**config.mk**
```make
export PLATFORM = sky130hd
export DESIGN_NAME = io_arbiter
export DESIGN_NICKNAME = d
export VERILOG_FILES = /design/src/rtl/io_arb_pkg.sv /design/src/rtl/io_arb_pick.sv /design/src/rtl/io_arbiter.sv
export SDC_FILE = /design/constraint.sdc
export NUM_CORES = 1
export LEC_CHECK = 0
export ABC_AREA = 1
export CAP_MARGIN = 20
export CORE_AREA = 2 2 122 124
export DETAILED_ROUTE_END_ITERATION = 7
export DIE_AREA = 0 0 124 126
export DONT_BUFFER_PORTS = 1
export PLACE_DENSITY_LB_ADDON = 0.25
export SETUP_SLACK_MARGIN = 0.4
export SLEW_MARGIN = 0
export SYNTH_ARGS = -nofsm -noshare
export SYNTH_HDL_FRONTEND = slang
export SYNTH_SLANG_ARGS = --single-unit
```
**constraint.sdc**
```tcl
create_clock -name clk -period 3.1 [get_ports clk]
set_input_delay 0.62 -clock clk [delete_from_list [all_inputs] [get_ports clk]]
set_output_delay 0.62 -clock clk [all_outputs]
set_load 0.01 [all_outputs]
```
**src/rtl/io_arb_pkg.sv**
```systemverilog
// Shared definitions for the IO arbiter: the FSM state encoding and the
// default IO window bounds.
package io_arb_pkg;

    typedef enum logic [1:0] {
        IDLE   = 2'd0,
        ACCESS = 2'd1,
        ACK    = 2'd2
    } state_t;

    localparam logic [31:0] DEF_ADDR_LO = 32'h0000_7F50;
    localparam logic [31:0] DEF_ADDR_HI = 32'h0000_7F63;

endpackage

```
**src/rtl/io_arb_pick.sv**
```systemverilog
// Grant selection between two masters.
// IO_ARBITER_RR_EN selects round-robin; otherwise fixed priority m0 > m1.
module io_arb_pick (
    input  logic [1:0] req,
    input  logic       last,
    output logic       grant
);

`ifdef IO_ARBITER_RR_EN
    // Contested: favour whoever did not win last time; otherwise the lone requester.
    always_comb begin
        if (req == 2'b11) grant = ~last;
        else              grant = ~req[0];
    end
`else
    logic unused_last;
    assign unused_last = last;
    assign grant       = ~req[0];
`endif

endmodule

```
**src/rtl/io_arbiter.sv**
```systemverilog
// Two-master arbiter in front of a single IO device window.
// Arbitration policy selected by IO_ARBITER_RR_EN (see io_arb_pick).
module io_arbiter
    import io_arb_pkg::*;
#(
    parameter logic [31:0] ADDR_LO = DEF_ADDR_LO,
    parameter logic [31:0] ADDR_HI = DEF_ADDR_HI
) (
    input  logic        clk,
    input  logic        reset,
    input  logic        m0_req,
    input  logic        m0_we,
    input  logic [31:0] m0_addr,
    input  logic [31:0] m0_wdata,
    input  logic [3:0]  m0_byteen,
    output logic        m0_ack,
    output logic [31:0] m0_rdata,
    output logic        m0_err,
    input  logic        m1_req,
    input  logic        m1_we,
    input  logic [31:0] m1_addr,
    input  logic [31:0] m1_wdata,
    input  logic [3:0]  m1_byteen,
    output logic        m1_ack,
    output logic [31:0] m1_rdata,
    output logic        m1_err,
    output logic [31:0] s_addr,
    output logic [31:0] s_wdata,
    output logic [3:0]  s_byteen,
    input  logic [31:0] s_rdata
);

    state_t            state;
    logic              lat_we;
    logic [31:0]       lat_addr;
    logic [31:0]       lat_wdata;
    logic [3:0]        lat_byteen;
    logic              lat_idx;
    logic              last;
    logic [1:0]        ack;
    logic [1:0]        err;
    logic [1:0][31:0]  rdata;
    logic              grant;
    logic              in_win;

    io_arb_pick u_pick (
        .req   ({m1_req, m0_req}),
        .last  (last),
        .grant (grant)
    );

    assign in_win = (lat_addr >= ADDR_LO) && (lat_addr <= ADDR_HI);

    // Strobe is a decode of the registered state, so it lasts exactly the ACCESS cycle.
    assign s_addr   = lat_addr;
    assign s_wdata  = lat_wdata;
    assign s_byteen = (state == ACCESS && lat_we && in_win) ? lat_byteen : 4'b0000;

    assign m0_ack   = ack[0];
    assign m1_ack   = ack[1];
    assign m0_err   = err[0];
    assign m1_err   = err[1];
    assign m0_rdata = rdata[0];
    assign m1_rdata = rdata[1];

    always_ff @(posedge clk) begin
        if (reset) begin
            state      <= IDLE;
            lat_we     <= 1'b0;
            lat_addr   <= 32'd0;
            lat_wdata  <= 32'd0;
            lat_byteen <= 4'd0;
            lat_idx    <= 1'b0;
            last       <= 1'b1;
            ack        <= 2'b00;
            err        <= 2'b00;
            rdata      <= '0;
        end else begin
            ack <= 2'b00;
            case (state)
                IDLE: begin
                    if (m0_req || m1_req) begin
                        lat_we     <= grant ? m1_we     : m0_we;
                        lat_addr   <= grant ? m1_addr   : m0_addr;
                        lat_wdata  <= grant ? m1_wdata  : m0_wdata;
                        lat_byteen <= grant ? m1_byteen : m0_byteen;
                        lat_idx    <= grant;
`ifdef IO_ARBITER_RR_EN
                        last       <= grant;
`endif
                        state      <= ACCESS;
                    end
                end
                ACCESS: begin
                    rdata[lat_idx] <= (lat_we || !in_win) ? 32'd0 : s_rdata;
                    err[lat_idx]   <= !in_win;
                    ack[lat_idx]   <= 1'b1;
                    state          <= ACK;
                end
                ACK:     state <= IDLE;
                default: state <= IDLE;
            endcase
        end
    end

endmodule
```
# Yosys cells after proc, flatten, opt, wreduce, memory -nomap -nowiden
# Index checks and enable logic that the tools add are counted.
[totals]
ff_bits = 140
input_bits = 174
output_inout_bits = 136
[op_classes]
reduce_logical = 10
bitwise_logic = 2
magnitude_cmp = 4
n_mux = 14
eq_ne = 2
[op_table]
columns = ["operator", "count"]
rows = [
  ["2-to-1 mux 32 bit", 4],
  ["bitwise mux 64 bit", 1],
  ["demux 32 bit (select 1 bit)", 1],
  ["greater-or-equal comparator 32 x 15 -> 1 bit (second input constant)", 1],
  ["less-or-equal comparator 32 x 15 -> 1 bit (second input constant)", 1],
  ["2-to-1 mux 4 bit", 2],
  ["logical AND 1 bit", 4],
  ["one-hot mux 2 bit (2 select lines)", 1],
  ["bitwise mux 2 bit", 1],
  ["== test 2 x 1 -> 1 bit (second input constant)", 1],
  ["zero test 2 bit", 1],
  ["logical OR 1 bit", 2],
  ["< comparator 1 x 2 -> 1 bit (second input constant)", 1],
  ["2-to-1 mux 1 bit", 2],
  ["2-to-1 mux 2 bit", 1],
  ["inequality test 2 bit (second input constant)", 1],
  ["inverter 1 bit", 2],
  ["AND reduction 2 bit", 1],
  ["OR reduction 2 bit", 1],
  ["demux 1 bit (select 1 bit)", 1],
  ["greater-or-equal comparator 1 bit (second input constant)", 1],
  ["zero test 1 bit", 1],
]

# Logic depth before layout (Yosys ltp)
# Gate-level depths: netlist of run 1.
[logic_depth]
word_depth = 6
mapped_depth = 9
depth_no_buf = 9

# Hierarchy
# From an unflattened synthesis of run 1, not the netlist that was laid out.
[hier_totals]
hier_cells = 790
hier_area_um2 = 6132.1
[by_module_without_submodules]
columns = ["module", "cells_each", "area_each_um2", "n_inst"]
rows = [
  ["io_arbiter", 789, 6128.4, 1],
  ["io_arb_pick", 1, 3.8, 1],
]

# Worst setup path before layout of run 1
# OpenSTA, ideal clock, no wires.
[synth_timing]
kind = "flip-flop to output port"
from = "register lat_addr[23] (netlist: s_addr[23])"
to = "output s_byteen[0]"
stages_incl_launch_ff = 8
t_arrival_ns = 1.234
path_buffers = 0
path_slack_ns = 1.246
cell_sequence = "dfxtp_1 nor2_1 nand2_1 nor2_2 nand2_2 nor2_8 nand4_1 nor2_1"
[synth_via]
elab_chain_cells = 4
[synth_rtl]
columns = ["element", "line_no", "text"]
rows = [
  ["from (decl)", "io_arbiter.sv:35", "logic [31:0] lat_addr;"],
  ["from (signal assigned)", "io_arbiter.sv:84", "lat_addr <= grant ? m1_addr : m0_addr;"],
  ["greater-or-equal comparator 32 x 15 -> 1 bit or less-or-equal comparator 32 x 15 -> 1 bit (tied branches)", "io_arbiter.sv:52", "assign in_win = (lat_addr >= ADDR_LO) && (lat_addr <= ADDR_HI);"],
  ["logical AND 1 bit (*)", "io_arbiter.sv:52", ""],
  ["logical AND 1 bit (*)", "io_arbiter.sv:57", "assign s_byteen = (state == ACCESS && lat_we && in_win) ? lat_byteen : 4'b0000;"],
  ["2-to-1 mux 4 bit (*)", "io_arbiter.sv:57", ""],
  ["to (decl)", "io_arbiter.sv:29", "output logic [3:0] s_byteen,"],
]
# Mark *: on every way between the ends. The rest lies on a longest branch, timed or not.

# Final worst setup path of run 1
[layout_timing]
from = "register lat_addr[23] (netlist: s_addr[23])"
to = "output s_byteen[2]"
# Same word-level chain as after synthesis.

==> metrics.txt, run 1 <==
# TYPE chip_impl_metric gauge
chip_impl_metric{name="synthDominantCellAreaShare",unit="%"} 47.2
chip_impl_metric{name="clock_path_buffers",unit=""} 2
chip_impl_metric{name="p_switching",unit="mW"} 1.27
chip_impl_metric{name="grt_remaining_overflow",unit=""} 0
chip_impl_metric{name="tns",unit="ns"} 0
chip_impl_info{name="timing.critical_path.from_type",value="flop"} 1
chip_impl_info{name="hp-class",value="primary input to flop"} 1
chip_impl_metric{name="path_clk_slew",unit="ns"} 0.06
chip_impl_metric{name="grt_max_degree",unit=""} 92
chip_impl_metric{name="hold-path-cell-count",unit=""} 1
chip_impl_metric{name="synth-simple-area-share",unit="%"} 19.7
chip_impl_metric{name="design.die.area",unit="sq um"} 15600
chip_impl_metric{name="synth_sequential_area_ratio",unit="%"} 47.2
chip_impl_metric{name="dp.cells",unit=""} 846
chip_impl_metric{name="area_growth",unit="%"} 9.17
chip_impl_metric{name="yosysWarnings",unit=""} 0
chip_impl_metric{name="cts_made_buffers",unit=""} 17
chip_impl_metric{name="ant_nets",unit=""} 0
chip_impl_metric{name="worst_clock_skew",unit="ns"} 0.00834
chip_impl_metric{name="syn_area",unit="sq um"} 5940
chip_impl_metric{name="antenna_found_initial",unit=""} 0
chip_impl_metric{name="fmax",unit="MHz"} 408
chip_impl_metric{name="p_sw_share",unit="%"} 26.8
chip_impl_metric{name="initialDrtViolationCount",unit=""} 337
chip_impl_metric{name="layout-drive-gt1-share",unit="%"} 13.3
chip_impl_metric{name="final.fill_count",unit=""} 1436
chip_impl_metric{name="period_share",unit="%"} 79.2
chip_impl_metric{name="post-cts-setup-buffer-count",unit=""} 0
chip_impl_metric{name="detail_route.drc_violations",unit=""} 0
chip_impl_metric{name="postSynthCellCount",unit=""} 720
chip_impl_metric{name="timing_worst_slew_pin_value",unit="ns"} 0.628
chip_impl_metric{name="nets",unit=""} 855
chip_impl_metric{name="cts-htree-levels",unit=""} 4
chip_impl_metric{name="via_total_after_detailed_routing",unit=""} 5158
chip_impl_info{name="main_combinational_cell_family_by_area_after_synthesis",value="compound AO/OA/AOI/OAI gates"} 1
chip_impl_info{name="yosys-top-cells-area",value="sky130_fd_sc_hd__dfxtp_1 47%, sky130_fd_sc_hd__o21ai_0 11%, sky130_fd_sc_hd__nand2_1 9.5%"} 1
chip_impl_metric{name="n_antenna_cell",unit=""} 0
chip_impl_metric{name="first_pass_iters",unit=""} 7
chip_impl_metric{name="placement_rows",unit=""} 44
chip_impl_info{name="endpoint_kind",value="output pin"} 1
chip_impl_metric{name="timing.critical_path.required",unit="ns"} 2.48
chip_impl_metric{name="final_hold_viol_count",unit=""} 0
chip_impl_metric{name="syn_area_per_cell",unit="sq um"} 8.24
chip_impl_info{name="synth_flop_cell",value="sky130_fd_sc_hd__dfxtp_1"} 1
chip_impl_info{name="outcome",value="complete, no violations"} 1
chip_impl_metric{name="synth_xor_area_share",unit="%"} 0
chip_impl_info{name="ctsRootBufferMaster",value="sky130_fd_sc_hd__clkbuf_16"} 1
chip_impl_metric{name="total_leakage_power",unit="nW"} 2.41
chip_impl_metric{name="grt_first_pass_wirelength",unit="microns"} 25800
chip_impl_metric{name="timing.final.max_slew_violations",unit=""} 0
chip_impl_metric{name="grt_pass1_vias",unit=""} 4886
chip_impl_metric{name="final_cells",unit=""} 877
chip_impl_metric{name="post-place-ws",unit="ns"} 0.975
chip_impl_metric{name="r2r.worst_path.cells",unit=""} 7
chip_impl_metric{name="slew_headroom",unit="%"} 58.1
chip_impl_metric{name="route.met3.wl",unit="microns"} 1860
chip_impl_metric{name="die_height",unit="microns"} 126
chip_impl_metric{name="synth.mux.area_fraction",unit="%"} 0
chip_impl_metric{name="synth-adder-area-share",unit="%"} 0
chip_impl_metric{name="clk_latency",unit="ns"} 0.42
chip_impl_metric{name="wl_per_cell",unit="microns"} 19.5
chip_impl_metric{name="finalWirelength",unit="microns"} 17100
chip_impl_info{name="grt_setup_unrepaired",value="no"} 1
chip_impl_metric{name="hpwlAfterDp",unit="microns"} 11900
chip_impl_metric{name="clock_network_power_share",unit="%"} 44.8
chip_impl_metric{name="synth_seq_cells",unit=""} 140
chip_impl_metric{name="synth-compound-area-share",unit="%"} 25.0
chip_impl_metric{name="ioPinCount",unit=""} 310
chip_impl_metric{name="globalRouteTotalUtil",unit="%"} 21.2
chip_impl_metric{name="cts.sinks",unit=""} 140
chip_impl_metric{name="met2_length",unit="microns"} 8070
chip_impl_metric{name="p_per_area",unit="nW/um^2"} 731
chip_impl_metric{name="finalSetupViolCount",unit=""} 0
chip_impl_metric{name="max_cap_viol_count",unit=""} 0
chip_impl_info{name="synth.cells.most_frequent",value="151 x sky130_fd_sc_hd__nand2_1, 140 x sky130_fd_sc_hd__dfxtp_1, 136 x sky130_fd_sc_hd__o21ai_0"} 1
chip_impl_metric{name="wl_met1",unit="microns"} 6500
chip_impl_metric{name="share_of_synthesized_flip_flops_with_an_asynchronous_set_or_reset",unit="%"} 0
chip_impl_metric{name="syn-num-nets",unit=""} 894
chip_impl_metric{name="detail_route.vias_per_cell",unit=""} 5.88
chip_impl_metric{name="yosys.cell_types.count",unit=""} 27
chip_impl_metric{name="final.setup.worst_slack",unit="ns"} 0.646
chip_impl_metric{name="vdd_drop_max",unit="uV"} 345
chip_impl_metric{name="die_x",unit="microns"} 124
chip_impl_metric{name="fp.coreArea",unit="sq um"} 14300
chip_impl_metric{name="post_cts.resized_instances",unit=""} 0
chip_impl_info{name="cell_with_the_most_instances_after_synthesis",value="sky130_fd_sc_hd__nand2_1"} 1
chip_impl_metric{name="starting_density_of_the_core",unit="%"} 41.5
chip_impl_metric{name="period_minus_ws_final",unit="ns"} 2.45
chip_impl_metric{name="power_frac_seq",unit="%"} 46.2
chip_impl_info{name="critical_path_class",value="flop to output pin"} 1
chip_impl_metric{name="synth-edff-count",unit=""} 0
chip_impl_metric{name="combPwrFrac",unit="%"} 9.0
chip_impl_metric{name="routability_driven_placement_congestion_ratio",unit=""} 0.840
chip_impl_metric{name="intPower",unit="mW"} 3.47
chip_impl_metric{name="port_buffers",unit=""} 0
chip_impl_metric{name="critical_path.max_fanout",unit=""} 4
chip_impl_info{name="cts_tree",value="built"} 1
chip_impl_metric{name="postCtsHoldBufs",unit=""} 0
chip_impl_metric{name="crit_arrival",unit="ns"} 1.83
chip_impl_info{name="yosys.area.top_type",value="sky130_fd_sc_hd__dfxtp_1"} 1
chip_impl_info{name="top_layer",value="met4"} 1
chip_impl_metric{name="core_util_final",unit="%"} 45.3
## layout make-up
cell class | count | area, sq um | share of cell area, %
Tap cell | 184 | 230 | 3.55
Clock buffer | 19 | 443 | 6.84
Inverter | 20 | 77.6 | 1.20
Multi-Input combinational cell | 493 | 2660 | 41.1
Clock inverter | 12 | 171 | 2.65
Timing Repair Buffer | 9 | 92.6 | 1.43
Sequential cell | 140 | 2800 | 43.3
## per-layer routing
metal / track usage (%) / vias to the layer above
met1: 23.7 / 2378
li1: - / 2435
met2: 34.8 / 296
met5: 0 / -
met4: 11.1 / 0
met3: 8.11 / 49
## path summary, 6_finish.rpt
check	end	slack, ns	startpoint
hold / removal	state[1]$_SDFFE_PP0P_	0.27	reset
hold reg to reg	lat_byteen[1]$_SDFFE_PP0P_	0.56	lat_byteen[1]$_SDFFE_PP0P_
setup reg to reg	m0_rdata[15]$_SDFFE_PP0P_	1.23	s_addr[4]$_SDFFE_PP0P_
setup / recovery	s_byteen[2]	0.65	s_addr[23]$_SDFFE_PP0P_
## flip-flops by register name, summed over array words and instances, names as in the netlist
name,count
s_addr,32
err,2
m0_rdata,32
s_wdata,32
state,2
lat_idx,1
m1_rdata,32
ack,2
lat_byteen,4
lat_we,1
## layout by cell type (no fill, tap or decap), drive strengths merged
cell type	n
a21oi	65
a31oi	69
buf	9
bufinv	4
clkbuf	19
clkinv	7
clkinvlp	3
dfxtp	140
inv	18
nand2	153
nand3	3
nand4	33
nor2	30
o21ai	138
o21bai	2
## power by group through the flow
stage	Combinational (mW)	Sequential (mW)	Clock, mW
finish	0.428	2.19	2.12
global route	0.492	2.20	2.24
CTS	0.428	2.19	2.16
detailed placement	0.427	2.23	0
global placement	0.413	2.22	0
floorplan	0.384	2.16	0
## critical path: stages (launching register included)
cell	delay, ns
sky130_fd_sc_hd__dfxtp_1	0.35
sky130_fd_sc_hd__nor2_1	0.13
sky130_fd_sc_hd__nand2_1	0.08
sky130_fd_sc_hd__nor2_2	0.13
sky130_fd_sc_hd__nand2_2	0.10
sky130_fd_sc_hd__nor2_8	0.11
sky130_fd_sc_hd__nand4_1	0.22
sky130_fd_sc_hd__nor2_1	0.29
## stage by stage
step / hold WS, ns / instance area, sq um / power, mW
floorplan: 0.462 / 5940 / 2.55
global placement: 0.535 / 5870 / 2.64
detailed placement: 0.549 / 5870 / 2.65
CTS: 0.251 / 6480 / 4.78
global route: 0.249 / 6480 / 4.94
finish: 0.269 / 6480 / 4.74
## kinds of logic after synthesis
logic type | Yosys count
compound gates | 274
buf+inv | 87
flops | 140
simple gates | 219
No activity file was read; power rests on OpenSTA's default activity.
==> run 2, diff against run 1 <==
--- a/config.mk
+++ b/config.mk
@@ -7,9 +7,9 @@
 export LEC_CHECK = 0
 export ABC_AREA = 1
 export CAP_MARGIN = 20
-export CORE_AREA = 2 2 122 124
+export CORE_AREA = 2 2 119 121
 export DETAILED_ROUTE_END_ITERATION = 7
-export DIE_AREA = 0 0 124 126
+export DIE_AREA = 0 0 121 123
 export DONT_BUFFER_PORTS = 1
 export PLACE_DENSITY_LB_ADDON = 0.25
 export SETUP_SLACK_MARGIN = 0.4
==> constraint.sdc (replaced) <==
create_clock -name clk -period 2.5 [get_ports clk]
set_input_delay 0.5 -clock clk [delete_from_list [all_inputs] [get_ports clk]]
set_output_delay 0.5 -clock clk [all_outputs]
set_load 0.01 [all_outputs]
==> run 2 against run 1 <==
Compared with the run above:
- sequential power is 24% higher
- non-clock buffer count is 7 higher
- global-route usage is 0.34 points higher
- critical endpoint unchanged
==> metrics.txt, run 2 (synthesis gave the netlist of run 1 again) <==
# TYPE chip_impl_metric gauge
chip_impl_info{name="final_common_cell",value="sky130_fd_sc_hd__nand2_1"} 1
chip_impl_metric{name="cts-htree-levels",unit=""} 4
chip_impl_info{name="critPathSlowestCell",value="sky130_fd_sc_hd__dfxtp_2"} 1
chip_impl_metric{name="hold-path-cell-count",unit=""} 1
chip_impl_metric{name="fmax",unit="MHz"} 451
chip_impl_metric{name="initialDrtViolationCount",unit=""} 268
chip_impl_metric{name="report.power.total",unit="mW"} 5.72
chip_impl_metric{name="path_clk_slew",unit="ns"} 0.06
chip_impl_info{name="grt_setup_unrepaired",value="yes"} 1
chip_impl_metric{name="ioPinCount",unit=""} 310
chip_impl_metric{name="area_growth",unit="%"} 10.5
chip_impl_metric{name="tns",unit="ns"} 0
chip_impl_metric{name="period_minus_ws_final",unit="ns"} 2.22
chip_impl_metric{name="worst_hold_slack",unit="ns"} 0.151
chip_impl_metric{name="ant_nets",unit=""} 0
chip_impl_metric{name="clk_latency",unit="ns"} 0.42
chip_impl_metric{name="design.die.area",unit="sq um"} 14900
chip_impl_metric{name="critical_path_depth",unit=""} 7
chip_impl_info{name="critical-path-top-cell-by-count",value="sky130_fd_sc_hd__nor2_1"} 1
chip_impl_metric{name="timing.final.max_slew_violations",unit=""} 0
chip_impl_metric{name="grt_first_pass_wirelength",unit="microns"} 25300
chip_impl_info{name="critical_path_class",value="flop to output pin"} 1
chip_impl_metric{name="fp.coreArea",unit="sq um"} 13600
chip_impl_info{name="layout.cells.most_common_list",value="151 x sky130_fd_sc_hd__nand2_1, 136 x sky130_fd_sc_hd__o21ai_0, 115 x sky130_fd_sc_hd__dfxtp_1, 69 x sky130_fd_sc_hd__a31oi_1, 61 x sky130_fd_sc_hd__a21oi_1"} 1
chip_impl_metric{name="grt_max_degree",unit=""} 75
chip_impl_metric{name="via_total_after_detailed_routing",unit=""} 5067
chip_impl_metric{name="post-cts-setup-buffer-count",unit=""} 0
chip_impl_metric{name="timing_worst_slew_pin_value",unit="ns"} 0.598
chip_impl_metric{name="timing.critical_path.required",unit="ns"} 2.00
chip_impl_metric{name="detail_route.drc_violations",unit=""} 0
chip_impl_info{name="outcome",value="complete, no violations"} 1
chip_impl_metric{name="total_leakage_power",unit="nW"} 2.45
chip_impl_info{name="timing.critical_path.from_type",value="flop"} 1
chip_impl_metric{name="placement_rows",unit=""} 43
chip_impl_metric{name="starting_density_of_the_core",unit="%"} 43.6
chip_impl_metric{name="wl_per_cell",unit="microns"} 19.1
chip_impl_metric{name="n_antenna_cell",unit=""} 0
chip_impl_metric{name="antenna_found_initial",unit=""} 0
chip_impl_metric{name="slew_headroom",unit="%"} 60.1
chip_impl_metric{name="period_share",unit="%"} 88.7
chip_impl_info{name="endpoint_kind",value="output pin"} 1
chip_impl_info{name="crit_chain",value="nand2_1 > nor2_1 > nand3_2 > nor2_8 > nand4_1 > nor2_1 > buf_4"} 1
chip_impl_metric{name="cts_made_buffers",unit=""} 17
chip_impl_metric{name="grt_pass1_vias",unit=""} 4807
chip_impl_info{name="cts_tree",value="built"} 1
chip_impl_metric{name="vdd_drop_max",unit="uV"} 386
chip_impl_metric{name="layout-drive-gt1-share",unit="%"} 18.4
chip_impl_metric{name="hpwlAfterDp",unit="microns"} 11800
chip_impl_metric{name="critical_path.max_fanout",unit=""} 4
chip_impl_metric{name="clock_path_buffers",unit=""} 2
chip_impl_metric{name="max_cap_viol_count",unit=""} 0
chip_impl_info{name="ctsRootBufferMaster",value="sky130_fd_sc_hd__clkbuf_16"} 1
chip_impl_info{name="critical_path.top_delay_family",value="simple AND/OR/NAND/NOR gates"} 1
chip_impl_metric{name="die_x",unit="microns"} 121
chip_impl_metric{name="p_per_area",unit="nW/um^2"} 872
chip_impl_metric{name="slowest_delay",unit="ns"} 0.37
chip_impl_metric{name="nets",unit=""} 862
chip_impl_metric{name="grt_remaining_overflow",unit=""} 0
chip_impl_metric{name="routability_driven_placement_congestion_ratio",unit=""} 0.823
chip_impl_metric{name="port_buffers",unit=""} 0
chip_impl_metric{name="cts.sinks",unit=""} 140
chip_impl_metric{name="timing.critical_path.buf_inv",unit=""} 1
chip_impl_metric{name="globalRouteTotalUtil",unit="%"} 21.6
chip_impl_info{name="hp-class",value="primary input to flop"} 1
chip_impl_metric{name="crit_arrival",unit="ns"} 1.72
chip_impl_metric{name="finalWirelength",unit="microns"} 16800
chip_impl_metric{name="first_pass_iters",unit=""} 7
chip_impl_metric{name="worst_clock_skew",unit="ns"} 0.0170
chip_impl_metric{name="postCtsHoldBufs",unit=""} 0
chip_impl_metric{name="finalSetupViolCount",unit=""} 0
chip_impl_metric{name="detail_route.vias_per_cell",unit=""} 5.75
chip_impl_metric{name="die_height",unit="microns"} 123
chip_impl_metric{name="r2r.worst_path.cells",unit=""} 6
chip_impl_metric{name="final_hold_viol_count",unit=""} 0
[run 2: changes by cell type in the layout (fill, tap and decap cells not counted), sizes merged]
cell / before / now
buf: 9 / 16
clkinv: 7 / 9
bufinv: 4 / 2
inv: 18 / 21
clkbuf: 19 / 18
clkinvlp: 3 / 2
[run 2: power by group]
group,switching (mW),internal [mW]
clock,0.963,1.49
combinational,0.361,0.184
sequential,0.266,2.45
[run 2: worst reg2reg max path, stage by stage (launching register included)]
cell	delay, ns
sky130_fd_sc_hd__dfxtp_1	0.34
sky130_fd_sc_hd__nor2_1	0.06
sky130_fd_sc_hd__o21ai_2	0.09
sky130_fd_sc_hd__clkinv_2	0.47
sky130_fd_sc_hd__buf_12	0.40
sky130_fd_sc_hd__o21ai_0	0.24
sky130_fd_sc_hd__a31oi_1	0.08
[run 2: timing repair]
item                       4_1_cts  5_1_grt
pin swaps                       10        8
setup endpoints to repair        4        4
resized for setup               27        7
[run 2: final timing paths]
kind | slack, ns | to | from
worst min-delay path | 0.15 | state[1]$_SDFFE_PP0P_ | reset
worst min register to register | 0.56 | lat_byteen[3]$_SDFFE_PP0P_ | lat_byteen[3]$_SDFFE_PP0P_
worst max-delay path | 0.28 | s_byteen[2] | s_addr[13]$_SDFFE_PP0P_
worst max register to register | 0.68 | s_addr[9]$_SDFFE_PP0P_ | state[1]$_SDFFE_PP0P_
[run 2: final cells by class]
type / instances / area (sq um)
Clock buffer: 18 / 439
Clock inverter: 14 / 144
Fill cell: 1345 / 7050
Inverter: 20 / 76.3
Multi-Input combinational cell: 493 / 2670
Sequential cell: 140 / 2850
Tap cell: 180 / 225
Timing Repair Buffer: 16 / 158
[run 2: stage by stage]
| stage | util [%] | std cells | area (sq um) | setup WS [ns] |
|---|---|---|---|---|
| floorplan | - | 720 | 5940 | 0.766 |
| global placement | 43.5 | 849 | 5920 | 0.576 |
| detailed placement | 43.5 | 849 | 5920 | 0.464 |
| CTS | 48.1 | 881 | 6550 | 0.236 |
| global route | 48.2 | 881 | 6560 | 0.166 |
| finish | 48.2 | 881 | 6560 | 0.282 |
[run 2: layer usage]
metal | global-route usage, % | routed length [microns] | vias to the layer above
li1 | - | - | 2452
met1 | 25.3 | 6530 | 2342
met2 | 35.2 | 8270 | 250
met3 | 8.39 | 1730 | 23
met4 | 9.23 | 301 | 0
met5 | 0 | 0 | -
